`src/rtl/number_draw_sequencer.sv`:
```
`default_nettype none
// ============================================================================
// Module      : number_draw_sequencer
// Description : Shared glyph-drawing engine. Captures a draw request (digit
//               code plus tile origin), walks the digit's stroke list in an
//               external registered stroke ROM and expands every horizontal
//               or vertical stroke into one pixel per accepted cycle on a
//               plot/plot_ready handshake towards the VGA plot path.
// Revision    : 1.0 - initial release
// ============================================================================
module number_draw_sequencer #(
  parameter int DIGIT_W  = 4,
  parameter int STROKE_W = 3
) (
  input  logic                        clk,
  input  logic                        reset,
  input  logic                        start,
  input  logic [DIGIT_W-1:0]          digit,
  input  logic [7:0]                  x_origin,
  input  logic [6:0]                  y_origin,
  output logic                        busy,
  output logic [DIGIT_W+STROKE_W-1:0] rom_addr,
  input  logic [16:0]                 rom_data,
  output logic                        plot,
  input  logic                        plot_ready,
  output logic [7:0]                  x_out,
  output logic [6:0]                  y_out,
  output logic                        done
);

  localparam logic [STROKE_W-1:0] STROKE_ONE  = STROKE_W'(1);
  localparam logic [STROKE_W-1:0] STROKE_LAST = '1;
  localparam logic [4:0]          LEN_ZERO    = 5'd0;
  localparam logic [4:0]          PIX_ONE     = 5'd1;

  typedef enum logic [2:0] {
    S_IDLE  = 3'd0,
    S_FETCH = 3'd1,
    S_LOAD  = 3'd2,
    S_DRAW  = 3'd3,
    S_DONE  = 3'd4
  } state_t;

  state_t                state_q,      state_d;
  logic [DIGIT_W-1:0]    digit_q,      digit_d;
  logic [7:0]            x_org_q,      x_org_d;
  logic [6:0]            y_org_q,      y_org_d;
  logic [STROKE_W-1:0]   stroke_idx_q, stroke_idx_d;
  logic [4:0]            sx_q,         sx_d;
  logic [4:0]            sy_q,         sy_d;
  logic [4:0]            len_q,        len_d;
  logic                  dir_q,        dir_d;
  logic                  last_q,       last_d;
  logic [4:0]            pix_cnt_q,    pix_cnt_d;
  logic [7:0]            x_last_q,     x_last_d;
  logic [6:0]            y_last_q,     y_last_d;

  // ROM field views of the word returned for the stroke fetched last cycle
  logic       rom_last;
  logic       rom_dir;
  logic [4:0] rom_sx;
  logic [4:0] rom_sy;
  logic [4:0] rom_len;

  logic [7:0] pix_x;
  logic [6:0] pix_y;
  logic       stroke_is_final;

  assign rom_last = rom_data[16];
  assign rom_dir  = rom_data[15];
  assign rom_sx   = rom_data[14:10];
  assign rom_sy   = rom_data[9:5];
  assign rom_len  = rom_data[4:0];

  // The address is a pure function of the captured digit and stroke index, so
  // it reads zero out of reset and is stable while the ROM samples it in FETCH.
  assign rom_addr = {digit_q, stroke_idx_q};

  // Current pixel coordinate; sums wrap naturally at 8 bits (x) and 7 bits (y).
  always_comb begin
    pix_x = x_org_q + {3'b000, sx_q} + (dir_q ? 8'd0 : {3'b000, pix_cnt_q});
    pix_y = y_org_q + {2'b00, sy_q} + (dir_q ? {2'b00, pix_cnt_q} : 7'd0);
  end

  // In LOAD the last flag comes straight from the ROM (empty-stroke skip);
  // in DRAW it comes from the registered copy. The index check stops the walk
  // after the final ROM slot of the glyph instead of wrapping to stroke 0.
  always_comb begin
    stroke_is_final = ((state_q == S_LOAD) ? rom_last : last_q) ||
                      (stroke_idx_q == STROKE_LAST);
  end

  // Outside DRAW the coordinates hold the last pixel that was presented.
  always_comb begin
    x_out = (state_q == S_DRAW) ? pix_x : x_last_q;
    y_out = (state_q == S_DRAW) ? pix_y : y_last_q;
  end

  // Next-state and output decode for the stroke-walking sequencer
  always_comb begin
    state_d      = state_q;
    digit_d      = digit_q;
    x_org_d      = x_org_q;
    y_org_d      = y_org_q;
    stroke_idx_d = stroke_idx_q;
    sx_d         = sx_q;
    sy_d         = sy_q;
    len_d        = len_q;
    dir_d        = dir_q;
    last_d       = last_q;
    pix_cnt_d    = pix_cnt_q;
    x_last_d     = x_last_q;
    y_last_d     = y_last_q;
    busy         = 1'b1;
    plot         = 1'b0;
    done         = 1'b0;

    case (state_q)
      S_IDLE: begin
        busy = 1'b0;
        if (start) begin
          digit_d      = digit;
          x_org_d      = x_origin;
          y_org_d      = y_origin;
          stroke_idx_d = '0;
          state_d      = S_FETCH;
        end
      end

      S_FETCH: begin
        // rom_addr is presented this cycle; the registered ROM answers in LOAD
        state_d = S_LOAD;
      end

      S_LOAD: begin
        sx_d      = rom_sx;
        sy_d      = rom_sy;
        len_d     = rom_len;
        dir_d     = rom_dir;
        last_d    = rom_last;
        pix_cnt_d = '0;
        if (rom_len == LEN_ZERO) begin
          // Empty stroke: skip DRAW and move straight to the end-of-stroke rule
          if (stroke_is_final) begin
            state_d = S_DONE;
          end else begin
            stroke_idx_d = stroke_idx_q + STROKE_ONE;
            state_d      = S_FETCH;
          end
        end else begin
          state_d = S_DRAW;
        end
      end

      S_DRAW: begin
        plot     = 1'b1;
        x_last_d = pix_x;
        y_last_d = pix_y;
        if (plot_ready) begin
          if (pix_cnt_q == (len_q - PIX_ONE)) begin
            if (stroke_is_final) begin
              state_d = S_DONE;
            end else begin
              stroke_idx_d = stroke_idx_q + STROKE_ONE;
              state_d      = S_FETCH;
            end
          end else begin
            pix_cnt_d = pix_cnt_q + PIX_ONE;
          end
        end
      end

      S_DONE: begin
        done    = 1'b1;
        state_d = S_IDLE;
      end

      default: begin
        state_d = S_IDLE;
      end
    endcase
  end

  // State and datapath registers with synchronous reset; reset aborts any draw
  always_ff @(posedge clk) begin
    if (reset) begin
      state_q      <= S_IDLE;
      digit_q      <= '0;
      x_org_q      <= '0;
      y_org_q      <= '0;
      stroke_idx_q <= '0;
      sx_q         <= '0;
      sy_q         <= '0;
      len_q        <= '0;
      dir_q        <= 1'b0;
      last_q       <= 1'b0;
      pix_cnt_q    <= '0;
      x_last_q     <= '0;
      y_last_q     <= '0;
    end else begin
      state_q      <= state_d;
      digit_q      <= digit_d;
      x_org_q      <= x_org_d;
      y_org_q      <= y_org_d;
      stroke_idx_q <= stroke_idx_d;
      sx_q         <= sx_d;
      sy_q         <= sy_d;
      len_q        <= len_d;
      dir_q        <= dir_d;
      last_q       <= last_d;
      pix_cnt_q    <= pix_cnt_d;
      x_last_q     <= x_last_d;
      y_last_q     <= y_last_d;
    end
  end

endmodule
`default_nettype wire

```
`config.mk`:
```
export PLATFORM = sky130hd
export DESIGN_NAME = number_draw_sequencer
export DESIGN_NICKNAME = d
export VERILOG_FILES = /design/src/rtl/number_draw_sequencer.sv
export SDC_FILE = /design/constraint.sdc
export NUM_CORES = 1
export LEC_CHECK = 0
export ABC_AREA = 1
export CORE_MARGIN = 2
export CORE_UTILIZATION = 30
export CTS_CLUSTER_DIAMETER = 50
export DETAILED_ROUTE_END_ITERATION = 8
export PLACE_DENSITY = 0.62
export SYNTH_ARGS = -nofsm -noshare
export SYNTH_HDL_FRONTEND = slang
export SYNTH_SLANG_ARGS = --single-unit
```
`constraint.sdc`:
```
create_clock -name clk -period 4.55 [get_ports clk]
set_clock_uncertainty 0.2 [all_clocks]
set_input_delay 1.1375 -clock clk [delete_from_list [all_inputs] [get_ports clk]]
set_output_delay 1.1375 -clock clk [all_outputs]
set_load 0.02 [all_outputs]
```
=== After elaboration in Yosys (flattened, before gate mapping) ===
Cells that the tools add are included.

* Input bits: 40
* Register bits: 62
* Word-level logic and storage cells: 63

* Mux-type cells: 23
* Eq/ne operators: 11
* Reductions and logical operators: 9
* $add $sub $neg: 7

{| class="wikitable"
|+ Operator list
! operator !! count
|-
| 3-bit two-way mux || 10
|-
| 5-bit two-way mux || 4
|-
| 8-bit by 5-bit adder with 8-bit output || 2
|-
| 7-bit by 5-bit adder with 7-bit output || 2
|-
| 3-bit case mux with 4 select lines || 1
|-
| 5-bit case mux with 2 select lines || 1
|-
| 3-bit case mux with 3 select lines || 1
|-
| 8-bit two-way mux || 1
|-
| 7-bit two-way mux || 1
|-
| 3-bit by 2-bit == test with 1-bit output (second input constant) || 2
|-
| 3-bit == test (second input constant) || 2
|-
| 2-bit != test (second input constant) || 3
|-
| 3-bit AND reduction || 2
|-
| 5-bit by 1-bit adder with 5-bit output (second input constant) || 1
|-
| 5-bit == test || 1
|-
| 5-bit logical NOT || 1
|-
| 5-bit AND reduction || 1
|-
| 5-bit by 1-bit subtractor with 5-bit output (second input constant) || 1
|-
| 1-bit two-way mux || 4
|-
| 2-bit by 1-bit != test with 1-bit output (second input constant) || 2
|-
| 3-bit by 1-bit adder with 3-bit output (second input constant) || 1
|-
| 3-bit by 1-bit == test with 1-bit output (second input constant) || 1
|-
| 3-bit logical NOT || 1
|-
| 3-bit nonzero test || 1
|-
| other kinds (3) || 3
|}

=== Logic depth before layout (Yosys ltp) ===
Gate-level depths: netlist of run 1.

* Depth in word-level cells: 7
* Depth in mapped cells: 15

=== Worst setup path after synthesis of run 1 ===
Ideal clock, no wire load.

* Path type: register -> output
* Start: register dir_q
* End: output port x_out[7]
* Arrival: 2.429 ns
* Cell stages (with the launch flop): 14
* Slack: 0.784 ns
* Buffers on the path: 1
* Path through: dfxtp_1 clkbuf_1 nor2_1 fa_1 ha_1 fa_1 nand3_1 nand3_1 a21oi_1 nor2_1 xor2_1 nand2_1 nand2_1 inv_1

* Word-level cells in the longest chain between the ends: 3

{| class="wikitable"
|+ Ends and longest elaborated chain
! what !! line !! text
|-
| start: declaration || 52 || <nowiki>logic dir_q, dir_d;</nowiki>
|-
| start signal: assignment || 209 || <nowiki>dir_q <= dir_d;</nowiki>
|-
| 5-bit two-way mux || 81 || <nowiki>pix_x = x_org_q + {3'b000, sx_q} + (dir_q ? 8'd0 : {3'b000, pix_cnt_q});</nowiki>
|-
| 8-bit by 5-bit adder with 8-bit output || 81 ||
|-
| 8-bit two-way mux || - ||
|-
| end: declaration || 26 || <nowiki>output logic [7:0] x_out,</nowiki>
|}

Every way passes these cells.

=== Worst setup path after layout of run 1 ===
* Start: register dir_q
* End: output port y_out[2]

* Word-level cells in the longest chain between the ends: 3

{| class="wikitable"
|+ Ends and longest elaborated chain
! what !! line !! text
|-
| 5-bit two-way mux || 82 || <nowiki>pix_y = y_org_q + {2'b00, sy_q} + (dir_q ? {2'b00, pix_cnt_q} : 7'd0);</nowiki>
|-
| 7-bit by 5-bit adder with 7-bit output || 82 ||
|-
| 7-bit two-way mux || - ||
|-
| end: declaration || 27 || <nowiki>output logic [6:0] y_out,</nowiki>
|}

Every way passes these cells.

==> results of run 1 <==
[per-stage QoR]
stage                     power (uW)  area, um^2  instances
final                           1838        4290        667
after global routing            1979        4290        667
after CTS                       1863        4285        667
after detailed placement        1405        4100        651
after global placement          1392        4100        651
after floorplan                 1159        3328        460
[state kept, by name, summed over array words and instances (netlist names)]
register / count
digit_q: 4
dir_q: 1
last_q: 1
len_q: 5
pix_cnt_q: 5
state_q: 3
stroke_idx_q: 3
sx_q: 5
sy_q: 5
x_last_q: 8
x_org_q: 8
y_last_q: 7
y_org_q: 7
[cells by family after synthesis]
kind of cell / count (synthesis) / share of synthesized area [%]
AOI/OAI and AO/OA: 73 / 11.09
xor gates and xnor gates: 8 / 2.105
adders and majority gates: 26 / 12.48
buffers and inverters: 83 / 9.661
DFF: 62 / 37.29
and+or+nand+nor: 208 / 27.37
[per-layer routing]
metal | part of all wire [%] | global-route usage [%] | vias to the layer above | wire length [um]
met4 | 0.79 | 3.526 | 0 | 67
met5 | 0 | 0 | - | 0
met2 | 46 | 25.35 | 67 | 3918
met1 | 46 | 19.01 | 1359 | 3903
li1 | - | - | 1564 | -
met3 | 6.9 | 4.624 | 4 | 583
[worst max-delay path, stage by stage, from the launching register on]
cell	delay (ns)
dfxtp_2	0.37
nand2_1	0.08
inv_1	0.05
fa_1	0.48
ha_1	0.22
inv_1	0.07
fa_1	0.52
inv_1	0.05
o21ai_0	0.23
inv_1	0.06
clkdlybuf4s50_1	0.53
[power by group]
part,internal (uW),switching [uW]
clock,239,216
sequential,631,63.6
combinational,283,406
[synthesized netlist by cell type (2+ instances only)]
| cell | count | share of area, % |
|---|---|---|
| xor2_1 | 4 | 1.1 |
| dfxtp_1 | 62 | 37 |
| xnor2_1 | 4 | 1.1 |
| nor2_2 | 5 | 0.94 |
| clkbuf_1 | 9 | 1.0 |
| a21oi_1 | 36 | 5.4 |
| nand2_2 | 3 | 0.56 |
| inv_1 | 62 | 7.0 |
| buf_2 | 8 | 1.2 |
| fa_1 | 12 | 7.2 |
| nor2_4 | 2 | 0.68 |
| o21ai_0 | 33 | 5.0 |
| nor2_1 | 56 | 6.3 |
| nand2_1 | 89 | 10 |
| nand3_1 | 34 | 5.1 |
| nor3_1 | 3 | 0.45 |
| or2_2 | 9 | 1.7 |
| nand4_1 | 2 | 0.38 |
| inv_2 | 4 | 0.45 |
| nand2b_1 | 2 | 0.38 |
| ha_1 | 14 | 5.3 |
| o21ai_1 | 2 | 0.30 |
[worst min path at each step]
stage	from	end	slack, ns
after global routing	y_last_q[5]	y_last_q[5]	0.28
after floorplan	y_org_q[5]	y_org_q[5]	0.24
after global placement	digit_q[1]	digit_q[1]	0.25
after detailed placement	digit_q[3]	digit_q[3]	0.26
final	digit_q[3]	digit_q[3]	0.27
after CTS	digit_q[3]	digit_q[3]	0.27
[timing repair]
action                                  4_1_cts  5_1_grt
resized for setup                             4        6
endpoints found under the setup margin        3        4
pin swaps                                     0        0
[cell type report]
cell class              count  area share [%]
repair buffers             68           15.66
flip-flops and latches     62           29.02
multi-input cells         315           41.15
clock buffers              12           3.850
clock inverters             4          0.4666
inverters                  66           5.774
well taps                 140           4.083
[cell usage in the layout (no fill, tap or decap), types with 2 or more instances in the layout]
| cell | Yosys | routed |
|---|---|---|
| clkdlybuf4s50_1 | 0 | 59 |
| dfxtp_1 | 62 | 59 |
| dfxtp_2 | 0 | 3 |
| fa_1 | 12 | 12 |
| clkbuf_8 | 0 | 12 |
| xor2_1 | 4 | 4 |
| ha_1 | 14 | 14 |
| inv_2 | 4 | 4 |
| nor2_4 | 2 | 2 |
| nand2_1 | 89 | 89 |
| dlymetal6s2s_1 | 0 | 3 |
| or2_2 | 9 | 9 |
| nand2b_1 | 2 | 2 |
| inv_1 | 62 | 62 |
| a21oi_1 | 36 | 36 |
| nand2_2 | 3 | 3 |
| nand4_1 | 2 | 2 |
| nor2_1 | 56 | 56 |
| o21ai_0 | 33 | 33 |
| buf_4 | 0 | 4 |
| nor2_2 | 5 | 5 |
| clkinv_2 | 0 | 4 |
| o21ai_1 | 2 | 2 |
| nor3_1 | 3 | 3 |
| nand3_1 | 34 | 34 |
| xnor2_1 | 4 | 4 |
==> impl_metrics.json, run 1 <==
{
  "wl_um": 8473,
  "status": "finished clean",
  "ys_seq_area_share_pct": 37.29,
  "io_buffer_count": 64,
  "hold_ws_ns": 0.2680,
  "antenna_found_initial": 0,
  "via_per_inst": 4.489,
  "fmax_ghz": 0.2306,
  "wl_per_cell_um": 12.70,
  "grt_pass1_wl_um": 13760,
  "drc": 0,
  "drive_gt1_share_pct": 9.298,
  "cts_max_path_buffers": 2,
  "critPathLaunchType": "register",
  "timing.slew.headroom_pct": 33.51,
  "finalMaxSlewViolations": 0,
  "ff2ff_path_depth": 13,
  "drv_cap": 0,
  "synth_area_per_cell_um2": 7.235,
  "num_antenna_cells": 0,
  "fin_ws_ns": 0.2139,
  "synth_seq_cells": 62,
  "critPathLaunch": "dir_q",
  "crit_arrival_ns": 3.00,
  "synthDistinctLibCells": 27,
  "die_w_um": 109.3,
  "fill_cells": 1138,
  "hold_violations": 0,
  "clk_latency_ns": 0.34,
  "cts.sinks": 62,
  "multiInputGateArea_um2": 1765,
  "final_util_pct": 39.58,
  "postSynthCellCount": 460,
  "grt_max_degree": 36,
  "clkTransAtPathRegs_ns": 0.07,
  "hold_buffers": 0,
  "whs_path_depth": 2,
  "post_cts_buffers": 0,
  "reg2reg_to": "x_last_q[7]",
  "die_area_um2": 11950,
  "setup_viol": 0,
  "pin_count": 65,
  "drtIter0Drc": 105,
  "peakVddDrop_v": 0.0002028,
  "power_leakage_uw": 0.002055,
  "dp_slack_ns": 0.2059,
  "cts_buffers": 9,
  "grt_overflow": 0,
  "vias": 2994,
  "worstMarginPinSlew_ns": 0.9950,
  "hpwl_um": 6075,
  "ant_nets": 0,
  "reg2reg_slack_ns": 1.83,
  "final_nets": 588,
  "cts_root_buffer": "clkbuf_8",
  "area_growth_pct": 28.91,
  "rows": 38,
  "start_util_pct": 30.70,
  "async_reset_ff_share_pct": 0,
  "gp_congestion": 0.8510,
  "cts_tree": "built",
  "period_share_pct": 95.30,
  "netlist_area_um2": 3328,
  "first_pass_iters": 5,
  "seqCellArea_um2": 1245,
  "ys_warn_count": 0,
  "htree_levels": 3,
  "timing.rr.start": "pix_cnt_q[1]",
  "crit_type": "register to output pin",
  "crit_path_end": "y_out[2]",
  "finalCriticalPeriod_ns": 4.336,
  "syn_nets": 526,
  "rsz0062_at_grt": "no",
  "hold_path.class": "register to register",
  "die_h_um": 109.3,
  "cp-end-kind": "output pin",
  "synth-edff-count": 0,
  "grt_pass1_vias": 2955,
  "gr-usage-all-layers_pct": 15.10,
  "p_per_area_nw_per_um2": 428.5,
  "synth-main-ff-cell": "dfxtp_1",
  "crit_fanout": 10,
  "fin_tns_setup_ns": 0,
  "core_um2": 10840,
  "required_ns": 3.21
}
Power figures use the tool's default switching activity.
==> inputs of run 2 (changes only) <==
--- a/config.mk
+++ b/config.mk
@@ -6,6 +6,7 @@
 export NUM_CORES = 1
 export LEC_CHECK = 0
 export ABC_AREA = 1
+export CAP_MARGIN = 5
 export CORE_MARGIN = 2
 export CORE_UTILIZATION = 30
 export CTS_CLUSTER_DIAMETER = 50
==> results of run 2 <==
The final DEF is identical to that of run 1; final timing and power are the same.
